--- src/rtl/fetch_pkg.sv ---
// Shared state type and constants for the instruction fetch unit.
// Build option FETCH_MISALIGN_CHECK_EN adds the FAULT state to the enum.
package fetch_pkg;

    localparam int          FETCH_ADDR_W = 32;
    localparam int          FETCH_DATA_W = 32;
    localparam logic [31:0] NOP_INSTR    = 32'h0000_0013;

    typedef enum logic [2:0] {
        IDLE,
        REQ,
        WAIT,
`ifdef FETCH_MISALIGN_CHECK_EN
        HOLD,
        FAULT
`else
        HOLD
`endif
    } fetch_state_e;

endpackage

--- src/rtl/instruction_fetch_unit.sv ---
// Fetch: one outstanding imem read per pc value, result handed to decode over valid/ready.
// Latency: instr_valid in the third cycle of a fetch (REQ, WAIT, HOLD) with immediate gnt and rvalid.
// Backpressure: holds instr until instr_ready; FETCH_MISALIGN_CHECK_EN traps pc[1:0]!=0 as a fault.
module instruction_fetch_unit
    import fetch_pkg::*;
#(
    parameter int                ADDR_W      = FETCH_ADDR_W,
    parameter int                DATA_W      = FETCH_DATA_W,
    parameter logic [DATA_W-1:0] RESET_INSTR = DATA_W'(NOP_INSTR)
) (
    input  logic              clk,
    input  logic              rst,
    input  logic [ADDR_W-1:0] pc,
    output logic              pc_en,
    input  logic              fetch_en,
    input  logic              flush,
    output logic              imem_req,
    output logic [ADDR_W-1:0] imem_addr,
    input  logic              imem_gnt,
    input  logic              imem_rvalid,
    input  logic [DATA_W-1:0] imem_rdata,
    output logic              instr_valid,
    output logic [DATA_W-1:0] instr,
    output logic [ADDR_W-1:0] instr_pc,
    input  logic              instr_ready,
    output logic              fetch_fault
);

    fetch_state_e state_q;
    fetch_state_e state_d;
    logic         drop_q;
    logic         drop_d;
    logic         valid_d;
    logic         pc_en_d;
    logic         start;
    logic         launch;
    logic         capture;
`ifdef FETCH_MISALIGN_CHECK_EN
    logic         fault_d;
    logic         fault_set;
`endif

    always_comb begin
        state_d = state_q;
        drop_d  = drop_q;
        valid_d = instr_valid;
        pc_en_d = 1'b0;
        start   = 1'b0;
        launch  = 1'b0;
        capture = 1'b0;
`ifdef FETCH_MISALIGN_CHECK_EN
        fault_d   = fetch_fault;
        fault_set = 1'b0;
`endif
        case (state_q)
            IDLE: begin
                start = fetch_en && !flush;
            end
            REQ: begin
                if (flush) begin
                    drop_d = 1'b1;
                end
                if (imem_gnt) begin
                    state_d = WAIT;
                end
            end
            WAIT: begin
                if (imem_rvalid) begin
                    if (drop_q || flush) begin
                        drop_d  = 1'b0;
                        state_d = IDLE;
                    end else begin
                        capture = 1'b1;
                        valid_d = 1'b1;
                        pc_en_d = 1'b1;
                        state_d = HOLD;
                    end
                end else if (flush) begin
                    drop_d = 1'b1;
                end
            end
            HOLD: begin
                if (flush) begin
                    valid_d = 1'b0;
                    state_d = IDLE;
                end else if (instr_ready) begin
                    valid_d = 1'b0;
                    state_d = IDLE;
                    // While pc_en is still high the pc input has not advanced yet,
                    // so relaunch from IDLE one cycle later instead of fetching a stale pc.
                    start   = fetch_en && !pc_en;
                end
            end
`ifdef FETCH_MISALIGN_CHECK_EN
            FAULT: begin
                if (flush || instr_ready) begin
                    valid_d = 1'b0;
                    fault_d = 1'b0;
                    state_d = IDLE;
                end
            end
`endif
            default: begin
                state_d = IDLE;
            end
        endcase

        if (start) begin
`ifdef FETCH_MISALIGN_CHECK_EN
            if (pc[1:0] != 2'b00) begin
                fault_set = 1'b1;
                fault_d   = 1'b1;
                valid_d   = 1'b1;
                state_d   = FAULT;
            end else begin
                launch  = 1'b1;
                state_d = REQ;
            end
`else
            launch  = 1'b1;
            state_d = REQ;
`endif
        end
    end

    always_ff @(posedge clk or negedge rst) begin
        if (!rst) begin
            state_q <= IDLE;
        end else begin
            state_q <= state_d;
        end
    end

    always_ff @(posedge clk or negedge rst) begin
        if (!rst) begin
            drop_q      <= 1'b0;
            instr_valid <= 1'b0;
            pc_en       <= 1'b0;
            imem_addr   <= '0;
            instr       <= RESET_INSTR;
            instr_pc    <= '0;
        end else begin
            drop_q      <= drop_d;
            instr_valid <= valid_d;
            pc_en       <= pc_en_d;
            if (launch) begin
                imem_addr <= pc;
            end
            if (capture) begin
                instr    <= imem_rdata;
                instr_pc <= imem_addr;
            end
`ifdef FETCH_MISALIGN_CHECK_EN
            if (fault_set) begin
                instr    <= RESET_INSTR;
                instr_pc <= pc;
            end
`endif
        end
    end

    // Request is a pure state decode, so it cannot glitch or be withdrawn mid-REQ.
    assign imem_req = (state_q == REQ);

`ifdef FETCH_MISALIGN_CHECK_EN
    always_ff @(posedge clk or negedge rst) begin
        if (!rst) begin
            fetch_fault <= 1'b0;
        end else begin
            fetch_fault <= fault_d;
        end
    end
`else
    assign fetch_fault = 1'b0;
`endif

endmodule
--- config.mk ---
export PLATFORM = sky130hd
export DESIGN_NAME = instruction_fetch_unit
export DESIGN_NICKNAME = d
export VERILOG_FILES = /design/src/rtl/fetch_pkg.sv /design/src/rtl/instruction_fetch_unit.sv
export SDC_FILE = /design/constraint.sdc
export NUM_CORES = 1
export LEC_CHECK = 0
export ABC_AREA = 1
export CORE_MARGIN = 2
export CORE_UTILIZATION = 46
export CTS_CLUSTER_DIAMETER = 200
export DETAILED_ROUTE_END_ITERATION = 10
export PLACE_DENSITY = 0.91
export SLEW_MARGIN = 0
export SYNTH_ARGS = -nofsm -noshare
export SYNTH_HDL_FRONTEND = slang
export SYNTH_SLANG_ARGS = --single-unit
export TNS_END_PERCENT = 20
--- constraint.sdc ---
create_clock -name clk -period 3.9 [get_ports clk]
set_clock_uncertainty 0.1 [all_clocks]
set_input_delay 0.585 -clock clk [delete_from_list [all_inputs] [get_ports clk]]
set_output_delay 0.585 -clock clk [all_outputs]
set_load 0.005 [all_outputs]
Word-level counts from Yosys, hierarchy flattened. Index checks and enable logic that the tools add are counted.

Bits in registers: 102. Input bits: 71. Output and inout port bits: 100. Logic and storage cells: 52.

Equality and inequality tests: 11. Mux-type cells: 23. Reduce and logical (&&, ||, !) cells: 11.

Operator list (number): two-way mux 3 bit (5); two-way mux 1 bit (13); one-hot mux 3 bit (4 select lines) (1); != test 3 bit (second input constant) (3); AND reduction 4 bit (2); equality test 3 x 2 -> 1 bit (second input constant) (2); != test 2 bit (second input constant) (3); one-hot mux 1 bit (2 select lines) (3); != test 4 bit (second input constant) (1); nonzero test 2 bit (2); equality test 3 x 1 -> 1 bit (second input constant) (1); zero test 3 bit (1); != test 3 x 1 -> 1 bit (second input constant) (1); logical AND 1 bit (2); zero test 1 bit (2); two-way mux 2 bit (1); AND reduction 2 bit (1); logical OR 1 bit (1).

Longest topological paths before layout. Gate-level depths: netlist (run 1).

Depth after elaboration: 7. Gate-level depth with buffers: 9. Depth with buffers taken out: 9.

Least setup slack after synthesis (run 1). OpenSTA, ideal clock, no wires.

Path type: register to register. Start point: register state_q[0]. End point: register imem_addr[0]. Library setup time: 117 ps. Data arrival time: 1382 ps. Data required time: 3683 ps. Path slack: 2302 ps. Stages on the path, launching flop included: 10. Buffers on the path: 1. Clock period less this slack: 1598 ps. Cell sequence: dfrtp_1 inv_1 ha_1 inv_2 nand2_1 nor2_2 nand2_2 buf_2 nand2_1 nand2_1.

Word-level cells in the longest chain between the ends: 3. Elaborated cells on any way between the ends: 4. Classes of those cells: 1 x eq/ne; 2 x mux; 1 x reduce/logical.

Ends and longest elaborated chain: start: declaration (RTL line instruction_fetch_unit.sv:29) `fetch_state_e state_q;`; start signal: assignment (RTL line instruction_fetch_unit.sv:130) `state_q <= state_d;`; equality test 3 x 2 -> 1 bit / zero test 3 bit (equally long branches) (RTL line instruction_fetch_unit.sv:55) `case (state_q)`; one-hot mux 1 bit (2 select lines) * (RTL line instruction_fetch_unit.sv:55); two-way mux 1 bit * (RTL line instruction_fetch_unit.sv:108) `if (start) begin`; end signal: assignment (RTL line instruction_fetch_unit.sv:147) `imem_addr <= pc;`; end: declaration (RTL line instruction_fetch_unit.sv:18) `output logic [ADDR_W-1:0] imem_addr,`.

Mark *: on every way between the ends. The rest lies on a longest branch, timed or not. A chain may end at the register's enable or synchronous reset.

Final worst setup path (run 1).
Start point: register state_q[0]. End point: register state_q[0].

Word-level cells in the longest chain between the ends: 4. Elaborated cells on any way between the ends: 12. Classes of those cells: 7 x eq/ne; 3 x mux; 2 x reduce/logical.

Ends and longest elaborated chain (RTL line): equality test 3 x 2 -> 1 bit / zero test 3 bit (equally long branches) (instruction_fetch_unit.sv:55); one-hot mux 1 bit (2 select lines) (instruction_fetch_unit.sv:55); != test 4 bit (no line) (tied with other cells); AND reduction 4 bit (no line).

Several ways; a longest one is shown, not always the timed one.

==> flow_summary.toml, run 1 <==
[status]
status = "complete, no violations"

[cts]
post_cts_resize_count = 0
cts_inserted_buffers = 9
cts.hold.buffers_added = 0
cts_tree = "built"
clock_path_buffers = 2
cts_sinks = 101
cts_setup_buffers = 0
h-tree-depth = 3
clock_latency_ns = 0.35
root_buffer = "clkbuf_8"
clk_pin_slew_ns = 0.09

[yosys]
yosysSeqAreaShare_pct = 62.4
yosys_warnings = 0
synth_cell_types = 18
synth.ff_latch_count = 101
syn_area_per_cell_um2 = 8.88
syn_area_um2 = 4060
syn_nets = 532
syn_inst = 457

[floorplan]
die_x_um = 97.9
die_height_um = 97.9
dieArea_um2 = 9590
initial_core_util_pct = 47.0
core_area_um2 = 8640
rows = 34
ios = 171

[timing]
fmax_mhz = 422
tns_ns = 0
setup_viol = 0
worst_slew_pin_slew_ns = 1.02
maxSlewViolCount = 0
slew_headroom_pct = 32.1
final_hold_viol_count = 0
period_needed_ns = 2.37
fin_crit_sh_pct = 60.8
rsz0062_at_grt = "false"

[drt]
routed.top_layer = "met4"
vias_per_cell = 4.92
wl_mm = 10.4
ant_nets = 0
wl_met2_mm = 5.28
vias = 3602
route.detailed.drc = 0
routedWlPerCell_um = 14.3
dr_wl_met3_um = 731
wl_met1_mm = 4.34
drt_pre_antenna_iters = 4
drtIter0Drc = 177

[global_route]
grt_pass1_wl_mm = 17.7
antenna_found_initial = 0
grt_max_degree = 66
grt.overflow.total = 0
grt_usage_pct = 22.6
first_global_vias = 3683

[critical_path]
r2r_end = "state_q[0]"
rrSetupSlack_ns = 1.53
regToRegStartpoint = "state_q[0]"
ff2ff_path_depth = 10
worstPathRequired_ns = 4.08
worstPathArrival_ns = 2.55
start_kind = "flip-flop"
crit_fanout = 37
end_kind = "flip-flop"
criticalPathCategory = "flip-flop to flip-flop"

[power_and_ir_drop]
combPwrFrac_pct = 39.0
internal_power_w = 0.00253
leakage_nw = 2.99
vdd_drop_max_v = 0.000305
sequentialPowerShare_pct = 45.1
switching_share_pct = 32.4
powerDensity_nw_per_um2 = 632
p_total_w = 0.00375
pwr-share-clk_pct = 15.9
p_switching_w = 0.00121

[cells_and_area]
antennaDiodeCount = 0
fin_cells = 732
drive_gt1_share_pct = 4.81
fin_nets = 694
area_growth_pct = 46.1
fin_util_pct = 68.6
mostFrequentLayoutCells = "266 x nand2_1, 168 x clkdlybuf4s50_1, 98 x dfrtp_1"
final_common_cell = "nand2_1"

[place]
gp_congestion = 0.788
place_hpwl_mm = 7.39
place_inst = 716
port_buffers = 169

[flow_run]
cap_violations = 0

[min_path]
hp-class = "primary input to async pin"
[worst max-delay path by stage]
stage	endpoint	from	depth (start not counted)	slack, ns
final	state_q[0]	state_q[0]	10	1.53
after global routing	state_q[1]	state_q[0]	10	1.32
after CTS	state_q[0]	state_q[0]	10	1.51
after detailed placement	instr[9]	flush	6	1.30
after global placement	state_q[1]	flush	6	1.39
after floorplan	imem_addr[0]	state_q[0]	9	2.30
[routing by layer]
metal  track usage [%]  vias to the layer above
met5                 0                        -
met4              8.23                        0
met3              4.87                        8
met2              37.9                      136
met1              29.3                     1739
li1                  -                     1719
[per-stage QoR]
step	cell area (um^2)	worst slack [ns]	hold slack, ns
finish	5930	1.53	0.220
global route	5930	1.32	0.262
CTS	5930	1.51	0.228
detailed placement	5750	1.30	0.365
global placement	5750	1.39	0.356
floorplan	4060	2.30	0.189
[power groups by stage]
| stage | clock network, W | logic [W] | registers [W] |
|---|---|---|---|
| after floorplan | 0 | 0.000509 | 0.00169 |
| after CTS | 0.000615 | 0.00148 | 0.00169 |
| final | 0.000597 | 0.00146 | 0.00169 |
| after detailed placement | 0 | 0.00148 | 0.00170 |
| after global placement | 0 | 0.00141 | 0.00169 |
| after global routing | 0.000654 | 0.00161 | 0.00174 |
[Yosys cell counts, drive strengths merged]
cell | instances | area share, %
nand2 | 267 | 25
dfrtp | 98 | 60
nand3 | 37 | 4.7
buf | 23 | 4.1
inv | 11 | 1.0
a21oi | 5 | 0.62
nor2 | 5 | 0.71
ha | 4 | 1.2
dfstp | 3 | 1.9
o21ai | 3 | 0.37
conb | 1 | 0.092
[sequential cells by signal, indices dropped and copies added (netlist names)]
signal	flops
instr_pc	32
instr	32
state_q	2
imem_addr	32
instr_valid	1
pc_en	1
drop_q	1
[worst max-delay path, stage by stage (launching register included)]
cell and delay [ns]:
dfrtp_1 0.40, inv_1 0.09, ha_1 0.33, inv_2 0.07
nand2_1 0.05, nor2_2 0.07, buf_4 0.33, nand2_2 0.47
nand2_1 0.24, nand2_1 0.07, nand2_1 0.06
[cell type report]
| type | instances | area, um^2 |
|---|---|---|
| Fill cell | 668 | 2710 |
| Sequential cell | 101 | 2530 |
| Timing Repair Buffer | 174 | 1730 |
| Multi-Input combinational cell | 322 | 1320 |
| Clock buffer | 11 | 141 |
| Tap cell | 108 | 135 |
| Inverter | 11 | 41.3 |
| Clock inverter | 5 | 35.0 |
[kinds of logic (layout without fill, tap and decap cells)]
kind of cell    after synthesis  count (layout)  synth area share, %
simple gates                309             309                 30.2
flops                       101             101                 62.4
buf+inv                      34             201                 5.12
compound gates                8               8                0.987
fa+ha+maj                     4               4                 1.23
other cells                   1               1               0.0924
(Power assumes the default switching activity.)
==> run 2, diff against run 1 <==
CORE_UTILIZATION = 38   (was 46)
PLACE_DENSITY = 0.81   (was 0.91)
clock period = 2.12 ns   (was 3.9 ns; I/O delays follow)
==> run 2 against run 1 <==
Net effect: non-clock buffer count up 9; global-route usage down 3.8 points; clock power up 88%; register-to-register slack worse by 1.2 ns; sequential share of layout area down 1.0 points; wire length up 2.4%; critical path depth down 7; cell area up 2.5%; via count up 0.61%; sequential cell count unchanged; critical path type is now flip-flop to output port.
==> flow_summary.toml, run 2 (same netlist as run 1, synthesis figures left out) <==
[status]
status = "complete, no violations"

[drt]
ant_nets = 0
drt_pre_antenna_iters = 4
route.detailed.drc = 0
routedWlPerCell_um = 13.9
drtIter0Drc = 146
wl_mm = 10.7
vias_per_cell = 4.71
vias = 3624

[global_route]
first_global_vias = 3653
antenna_found_initial = 0
grt_max_degree = 49
grt.overflow.total = 0
grt_usage_pct = 18.8
grt_pass1_wl_mm = 17.2

[timing]
tns_ns = 0
rsz0062_at_grt = "false"
period_needed_ns = 2.05
final_hold_viol_count = 0
timing.hold.ws_ns = 0.332
fmax_mhz = 488
setup_viol = 0
maxSlewViolCount = 0
fin_crit_sh_pct = 96.6

[critical_path]
worstPathArrival_ns = 1.63
end_kind = "output port"
worstPathRequired_ns = 1.70
start_kind = "flip-flop"
crit_fanout = 4
criticalPathCategory = "flip-flop to output port"

[floorplan]
initial_core_util_pct = 39.3
ios = 171
dieArea_um2 = 11500
core_area_um2 = 10300
die_height_um = 107
die_x_um = 107
rows = 37

[cells_and_area]
largest_registers = "imem_addr x32, instr x32, instr_pc x32"
antennaDiodeCount = 0
nFillCells = 901
final_common_cell = "nand2_1"
mostFrequentLayoutCells = "266 x nand2_1, 168 x clkdlybuf4s50_1, 98 x dfrtp_1"
fin_util_pct = 58.9
regArea_um2 = 2530
fin_area_um2 = 6080
fin_nets = 703
drive_gt1_share_pct = 6.00
area_growth_pct = 49.8
multi_input_area_um2 = 1320

[place]
gp_congestion = 0.861
port_buffers = 169
placed_area_um2 = 5880
place_hpwl_mm = 7.85

[min_path]
hp-class = "primary input to async pin"

[cts]
cts_inserted_buffers = 9
h-tree-depth = 3
cts_sinks = 101
cts_tree = "built"
clk_pin_slew_ns = 0.11
clock_path_buffers = 2
clock_latency_ns = 0.35
root_buffer = "clkbuf_8"

[power_and_ir_drop]
powerDensity_nw_per_um2 = 1150
leakage_nw = 3.04
vdd_drop_max_v = 0.000635

[flow_run]
cap_violations = 0
[run 2: cell count changes in the layout (fill, tap and decap cells not counted), sizes merged]
| cell | delta |
|---|---|
| clkinv | -1 |
| dlygate4sd3 | +1 |
| clkbuf | +1 |
| buf | +8 |
[run 2: worst paths after layout]
| check | slack [ns] | start | to | cells past startpoint |
|---|---|---|---|---|
| hold / removal | 0.33 | rst | instr_pc[18] | 2 |
| max in group asynchronous | 0.99 | rst | instr[0] | 3 |
| setup / recovery | 0.07 | state_q[1] | imem_req | 3 |
| setup reg to reg | 0.30 | state_q[0] | imem_addr[31] | 9 |
| hold reg to reg | 0.38 | instr[4] | instr[4] | 2 |
| min in group clk | 0.38 | instr[4] | instr[4] | 2 |
[run 2: critical path, cell delays in order (launching register included)]
cell             delay [ns]
dfrtp_1                0.42
inv_1                  0.10
ha_2                   0.22
clkdlybuf4s50_1        0.53
[run 2: stage by stage]
step	setup WS, ns	total power [W]	instances
after floorplan	0.522	0.00405	457
after global placement	0.349	0.00581	752
after detailed placement	0.337	0.00591	752
after CTS	0.0206	0.00704	769
after global routing	0.0159	0.00745	769
final	0.0720	0.00696	769
[run 2: final cells by class]
| type | instances | share of cell area (%) |
|---|---|---|
| multi-input combinational | 322 | 21.7 |
| inverter | 11 | 0.680 |
| clock inverter | 4 | 0.556 |
| clock buffer | 12 | 2.39 |
| sequential | 101 | 41.7 |
| timing repair buffer | 183 | 30.2 |
| tap | 136 | 2.80 |
[run 2: what timing repair did]
item                                   in CTS  in global routing
endpoints found under the hold margin      28                  0
resized for setup                           0                  1
hold buffers                                1                  0
buffers inserted                            0                  0
setup endpoints to repair                   0                  1
[run 2: routing by layer]
layer | part of all wire (%) | vias to the layer above | wire [um] | track usage (%)
met2 | 51 | 128 | 5420 | 32.4
met5 | 0 | - | 0 | 0
met1 | 42 | 1751 | 4510 | 24.2
met4 | 0.65 | 0 | 70 | 4.92
li1 | - | 1738 | - | -
met3 | 6.4 | 7 | 686 | 3.87
[run 2: power by group]
part / internal (W) / switching [W]
combinational: 0.00162 / 0.00112
clock: 0.000470 / 0.000647
sequential: 0.00262 / 0.000481
total: 0.00471 / 0.00225
==> run 3, diff against run 2 <==
RECOVER_POWER = 100   (was not set)
SKIP_CTS_REPAIR_TIMING = 1   (was not set)
==> run 3 against run 2 <==
Net effect: sequential share of layout area is 0.29 points higher; critical path depth stayed put; total power is 4.3% lower; final cell count stayed put; clock power hardly changed; hold slack better by 0.043 ns; largest cell class unchanged; highest routed layer unchanged.
==> flow_summary.toml, run 3 (same netlist as run 1, synthesis figures left out) <==
[timing]
fin_crit_sh_pct = 96.9
tns_ns = 0
maxSlewViolCount = 0
period_needed_ns = 2.05
final_hold_viol_count = 0
fmax_mhz = 487
setup_viol = 0
worst_slew_pin_slew_ns = 0.798
slew_headroom_pct = 46.8
rsz0062_at_grt = "false"

[cells_and_area]
antennaDiodeCount = 0
fin_util_pct = 58.4
nFillCells = 903
multi_input_area_um2 = 1310
mostFrequentLayoutCells = "266 x nand2_1, 98 x dfrtp_1, 98 x dlygate4sd3_1"
area_growth_pct = 48.7
fin_nets = 703
regArea_um2 = 2530
drive_gt1_share_pct = 5.21
final_common_cell = "nand2_1"
largest_registers = "imem_addr x32, instr x32, instr_pc x32"

[cts]
clk_pin_slew_ns = 0.10
root_buffer = "clkbuf_8"
cts_sinks = 101
cts_tree = "built"
cts_inserted_buffers = 9
clock_path_buffers = 2
h-tree-depth = 3
clock_latency_ns = 0.35

[drt]
route.detailed.drc = 0
drt_pre_antenna_iters = 4
vias_per_cell = 4.71
drtIter0Drc = 140
wl_mm = 10.7
vias = 3623
routedWlPerCell_um = 13.9
ant_nets = 0

[global_route]
grt_usage_pct = 18.8
grt_max_degree = 49
first_global_vias = 3650
antenna_found_initial = 0
grt.overflow.total = 0
grt_pass1_wl_mm = 17.2

[power_and_ir_drop]
powerDensity_nw_per_um2 = 1100
switching_share_pct = 33.2
combPwrFrac_pct = 37.3
internal_power_w = 0.00445
vdd_drop_max_v = 0.000601
pwr-share-clk_pct = 16.8
p_switching_w = 0.00221
leakage_nw = 3.24
sequentialPowerShare_pct = 46.0

[critical_path]
crit_fanout = 4
end_kind = "output port"
worstPathRequired_ns = 1.70
criticalPathCategory = "flip-flop to output port"
start_kind = "flip-flop"
worstPathArrival_ns = 1.64

[min_path]
hp-class = "flip-flop to flip-flop"

[place]
place_hpwl_mm = 7.85
gp_congestion = 0.861
port_buffers = 169

[floorplan]
dieArea_um2 = 11500
ios = 171
die_x_um = 107
initial_core_util_pct = 39.3
die_height_um = 107
core_area_um2 = 10300
rows = 37

[flow_run]
cap_violations = 0

[status]
status = "complete, no violations"
run 3: cell count changes in the layout (fill, tap and decap cells not counted), moves of 2 or more:
cell / delta
buf_12: -2
dlygate4sd3_1: +97
clkdlybuf4s50_1: -97
inv_2: -2
clkbuf_4: +2
buf_4: -4
clkbuf_2: +3
run 3: stage by stage:
stage / setup WS, ns / instance area [um^2] / total power, W / std cells / hold WS [ns]
floorplan: 0.522 / 4060 / 0.00405 / 457 / -0.0776
global placement: 0.349 / 5880 / 0.00581 / 752 / 0.181
detailed placement: 0.337 / 5880 / 0.00591 / 752 / 0.183
CTS: 0.0206 / 6060 / 0.00704 / 768 / -0.213
global route: 0.0159 / 6030 / 0.00716 / 769 / 0.369
finish: 0.0667 / 6030 / 0.00666 / 769 / 0.375
run 3: layer usage:
metal	up-vias	GRT usage (%)	wire length, um
li1	1743	-	-
met1	1752	24.1	4570
met2	121	32.4	5410
met3	7	3.87	652
met4	0	4.92	70
met5	-	0	0
run 3: power by group through the flow:
| stage | Clock [W] | Sequential [W] | Combinational [W] |
|---|---|---|---|
| 2_1_floorplan | 0 | 0.00311 | 0.000937 |
| 3_3_place_gp | 0 | 0.00311 | 0.00270 |
| 3_5_place_dp | 0 | 0.00313 | 0.00278 |
| 4_1_cts | 0.00115 | 0.00310 | 0.00279 |
| 6_report | 0.00112 | 0.00306 | 0.00248 |
| 5_1_grt | 0.00123 | 0.00315 | 0.00278 |
run 3: path summary, 6_finish.rpt:
check                      startpoint       endpoint  slack [ns]  cells past startpoint
setup / recovery           state_q[1]       imem_req        0.07                      3
hold / removal               instr[4]       instr[4]        0.38                      2
setup reg to reg           state_q[0]     state_q[0]        0.20                     10
hold reg to reg              instr[4]       instr[4]        0.38                      2
max in group asynchronous         rst  imem_addr[12]        0.30                      3
min in group asynchronous         rst  imem_addr[17]        0.47                      2
run 3: final cells by class:
class                   instances  share of cell area [%]
clock buffers                  12                    2.41
clock inverters                 4                   0.560
inverters                      11                   0.684
multi-input cells             322                    21.8
flip-flops and latches        101                    42.0
well taps                     136                    2.82
repair buffers                183                    29.8
run 3: worst max-delay path, cell delays in order (launching register included):
cell and delay (ns):
dfrtp_1 0.43, inv_1 0.11, ha_2 0.22, clkdlybuf4s50_1 0.53
